$ cat config.mk
export PLATFORM = sky130hd
export DESIGN_NAME = bin_to_bcd_seq
export DESIGN_NICKNAME = d
export VERILOG_FILES = /design/src/rtl/bin_to_bcd_seq.sv
export SDC_FILE = /design/constraint.sdc
export NUM_CORES = 1
export LEC_CHECK = 0
export CAP_MARGIN = 20
export CORE_MARGIN = 2
export CORE_UTILIZATION = 45
export DETAILED_ROUTE_END_ITERATION = 8
export GPL_ROUTABILITY_DRIVEN = 0
export GPL_TIMING_DRIVEN = 0
export PLACE_DENSITY = 0.67
export SYNTH_ARGS = -nofsm -noshare
export SYNTH_HDL_FRONTEND = slang
export SYNTH_SLANG_ARGS = --single-unit
$ cat constraint.sdc
create_clock -name clock -period 4.78 [get_ports clock]
set_input_delay 0.956 -clock clock [delete_from_list [all_inputs] [get_ports clock]]
set_output_delay 0.956 -clock clock [all_outputs]
set_load 0.05 [all_outputs]
$ cat src/rtl/bin_to_bcd_seq.sv
// Iterative double-dabble binary-to-BCD converter: one input bit per clock, BIT_SZ cycles busy, done pulse after.
// start is ignored while busy (no queueing); optional leading-zero mask `blank` when BCD_BLANK_EN is defined.
module bin_to_bcd_seq #(
  parameter int BIT_SZ = 10
) (
  input  logic              clock,
  input  logic              reset_n,
  input  logic              start,
  input  logic [BIT_SZ-1:0] bin,
  output logic              busy,
  output logic              done,
`ifdef BCD_BLANK_EN
  output logic [3:0]        blank,
`endif
  output logic [15:0]       bcd
);

  localparam int W = 16 + BIT_SZ;

  localparam logic [0:0] IDLE  = 1'b0;
  localparam logic [0:0] SHIFT = 1'b1;

  logic [0:0]   state;
  logic [W-1:0] work;
  logic [W-1:0] work_adj;
  logic [W-1:0] work_nxt;
  logic [3:0]   cnt;
  logic         last;

  // Correction is applied to the pre-shift digit fields sitting above the binary part.
  always_comb begin
    work_adj = work;
    for (int i = 0; i < 4; i++) begin
      if (work[BIT_SZ + 4*i +: 4] >= 4'd5) begin
        work_adj[BIT_SZ + 4*i +: 4] = work[BIT_SZ + 4*i +: 4] + 4'd3;
      end
    end
    work_nxt = work_adj << 1;
  end

  assign last = (cnt == 4'd1);

  always_ff @(posedge clock or negedge reset_n) begin
    if (!reset_n) begin
      state <= IDLE;
      work  <= '0;
      cnt   <= 4'd0;
      busy  <= 1'b0;
      done  <= 1'b0;
      bcd   <= 16'h0000;
    end else begin
      done <= 1'b0;
      if (state == IDLE) begin
        if (start) begin
          work  <= {16'b0, bin};
          cnt   <= 4'(BIT_SZ);
          busy  <= 1'b1;
          state <= SHIFT;
        end
      end else begin
        work <= work_nxt;
        cnt  <= cnt - 4'd1;
        if (last) begin
          bcd   <= work_nxt[W-1 -: 16];
          done  <= 1'b1;
          busy  <= 1'b0;
          state <= IDLE;
        end
      end
    end
  end

`ifdef BCD_BLANK_EN
  // A digit is blanked only if it and all more-significant digits are zero; units always shown.
  function automatic logic [3:0] lead_zero_mask(input logic [15:0] d);
    logic [3:0] m;
    m[3] = (d[15:12] == 4'd0);
    m[2] = m[3] && (d[11:8] == 4'd0);
    m[1] = m[2] && (d[7:4] == 4'd0);
    m[0] = 1'b0;
    return m;
  endfunction

  always_ff @(posedge clock or negedge reset_n) begin
    if (!reset_n) begin
      blank <= 4'b1110;
    end else if (state == SHIFT && last) begin
      blank <= lead_zero_mask(work_nxt[W-1 -: 16]);
    end
  end
`endif

endmodule

==> out/summary.txt <==
Area Overhead vs Synth = 21.4%
max-slew violations = 0
Register Area = 0.00123 mm2
die area = 0.00571 mm2
Post-CTS Setup Bufs = 0
top-area cell type share of the netlist area = 53.2%
maxcap violations = 0
nets = 282
ranking of synthesized cells by area = dfrtp_1, nand2_1, mux2i_1
clock power share = 13.1%
layout cell share with drive strength beyond 1 = 8.85%
Post-synth EDFFs = 0
NetSw = 0.000872 W
multi-input gate area in the final layout = 955 um2
Pint = 0.00115 W
CTS tree = yes
vias in the first global route = 1567
gr ovfl total = 0
Final Power = 0.00203 W
PwrDens = 724 mW/mm2
RSZ-0062 raised after global routing = false
Avg WL per Cell = 13.0 um
Die Span Y = 75.6 um
final worst clock skew = 0.00455 ns
register clock-pin slew on the reported worst setup and hold paths = 0.08 ns
Crit Path Max Fanout = 2
post-synth cell types = 24
Final setup viols = 0
Yosys warning count = 0
post-synthesis sequential area ratio = 53.2%
Startpoint Class = register
worst r2r path cells = 6
IO buf count = 29
initial antenna violation count = 0
critical path's slowest cell = clkdlybuf4s50_1
P_leak = 1.25 nW
CP Class = register to output port
reg2reg end = bcd[5]
cell with the most instances after synthesis = dfrtp_1
critical path startpoint = busy
Worst-Margin Slew = 0.615 ns
average cell area after synthesis = 10.4 um2
Final ANT Viol Nets = 0
Via density = 5.04
Ant. Diodes = 0
CTS Buf Count = 5
DIE WIDTH = 75.6 um
Max-slew headroom = 59.0%
Synth top cells by count = dfrtp_1, nand2_1, a21oi_1
slowest cell delay on critical path = 0.81 ns
Clock Path Buffers = 2
critical path endpoint = busy
cell accounting for the most synthesized area = dfrtp_1
final WL = 4.28 mm
cts repair resizes = 0
Yosys reg bits = 49
Fmax = 409 MHz
Post-Syn Area = 0.00231 mm2
Setup TNS Final = 0 ns
first-pass iteration count of the detailed router = 4
Core Rows = 26
HPWL Detailed = 3.13 mm
Core ar. = 0.00501 mm2
worst path arrival time = 1.49 ns
DRT iter0 DRCs = 55
Comb pwr share = 51.3%
largest net degree at the start of global routing = 39
Hold Violations, Final = 0
CTS root buf = clkbuf_8
GRT Util Overall = 17.3%
detailed-route DRC error count = 0
ys async rst share = 100%
I/O Pins = 31
Cells after Synth = 222
RR Startpoint = state
Worst Path Required = 3.82 ns
crit-path leading delay family = buffers and inverters
H-Tree Depth = 2
Worst Hold Class = register to register
first-pass GRT wire length = 7.35 mm
Switching Fraction = 43.0%
Initial Utilization = 46.0%
CTS Hold Bufs = 0
fillcell total = 488
Max VDD drop = 0.000309 V
Worst setup EP type = output port
total stage count of the critical path = 1
clk sinks = 49
total number of vias = 1664
worst-skew pair later-pin latency = 0.30 ns
crit-path cells = clkdlybuf4s50_1
Synthesized Nets = 245
FF-to-FF setup slack = 2.99 ns
Seq pwr share = 35.6%
Primary FF master, synth = dfrtp_1
post-layout min period = 2.45 ns
buffers and inverters on the worst path = 1
part of the cycle the worst path needs = 51.2%
outcome = finished, final reports clean
==> cells in the final DEF (no fill, tap or decap), drive strengths merged <==
| cell type | n |
|---|---|
| or4b | 1 |
| clkinv | 2 |
| dfrtp | 49 |
| ha | 10 |
| a21oi | 14 |
| inv | 12 |
| nand2 | 35 |
| o22ai | 11 |
| nor3 | 5 |
| mux2i | 13 |
| mux2 | 6 |
| a21o | 4 |
| nand2b | 4 |
| o31ai | 1 |
| nor2 | 6 |
| xnor2 | 6 |
| a22o | 1 |
| buf | 6 |
| clkdlybuf4s50 | 28 |
| clkbuf | 15 |
| nor3b | 8 |
| o21ai | 22 |
| a31oi | 1 |
==> per-stage QoR <==
| step | area [um2] | std cells | hold slack (ns) | util (%) | setup WS, ns |
|---|---|---|---|---|---|
| finish | 2800 | 330 | 0.482 | 55.9 | 2.33 |
| global route | 2800 | 330 | 0.514 | 55.9 | 2.28 |
| CTS | 2800 | 330 | 0.488 | 55.9 | 2.32 |
| detailed placement | 2700 | 322 | 0.467 | 53.9 | 2.60 |
| global placement | 2680 | 321 | 0.459 | 53.6 | 1.31 |
| floorplan | 2310 | 222 | 0.452 | - | 2.86 |
==> registers in the layout (all words and copies together), names as in the netlist <==
name / count
work: 26
bcd: 16
cnt: 4
busy: 1
done: 1
state: 1
==> worst reg2reg max path, cell delays in order (launching register included) <==
cell and delay, ns:
dfrtp_1 0.35, buf_6 0.15, inv_2 0.07, or4b_4 0.55, clkinv_2 0.08, buf_6 0.14, mux2_2 0.34
==> area by class of cell <==
class,instances,share of cell area [%]
tap,70,3.13
clock inverter,1,0.179
buffer,12,2.68
multi-input combinational,148,34.1
sequential,49,43.8
inverter,13,1.79
timing repair buffer,30,10.9
clock buffer,7,3.44
==> worst min path at each step <==
stage	from	endpoint	slack, ns	cells past startpoint
6_report	bcd[0]	bcd[0]	0.48	2
5_1_grt	work[1]	work[2]	0.51	2
4_1_cts	bcd[0]	bcd[0]	0.49	2
3_5_place_dp	work[5]	work[6]	0.47	2
3_3_place_gp	bcd[0]	bcd[0]	0.46	2
2_1_floorplan	work[0]	work[1]	0.45	2
==> power by group through the flow <==
| stage | logic (W) | clock network [W] | registers (W) |
|---|---|---|---|
| finish | 0.00104 | 0.000265 | 0.000721 |
| global placement | 0.00103 | 0 | 0.000722 |
| CTS | 0.00106 | 0.000271 | 0.000723 |
| detailed placement | 0.00106 | 0 | 0.000728 |
| global route | 0.00116 | 0.000290 | 0.000747 |
| floorplan | 0.000561 | 0 | 0.000924 |
==> logic make-up after synthesis <==
family	after synthesis	synth area share, %
AND/OR/NAND/NOR	59	12.0
AO/OA/AOI/OAI	54	13.1
flip-flops	49	53.2
buffers and inverters	25	5.43
multiplexers	19	8.57
adder cells (fa/ha/maj)	10	5.43
XOR/XNOR	6	2.28
==> routing by layer <==
metal	wire length [um]	vias to the layer above	global-route usage (%)
li1	-	834	-
met1	2040	792	23.0
met2	2020	32	27.8
met3	154	6	4.23
met4	61	0	5.85
met5	0	-	0
Note: power is estimated with default switching activity, not from simulation.
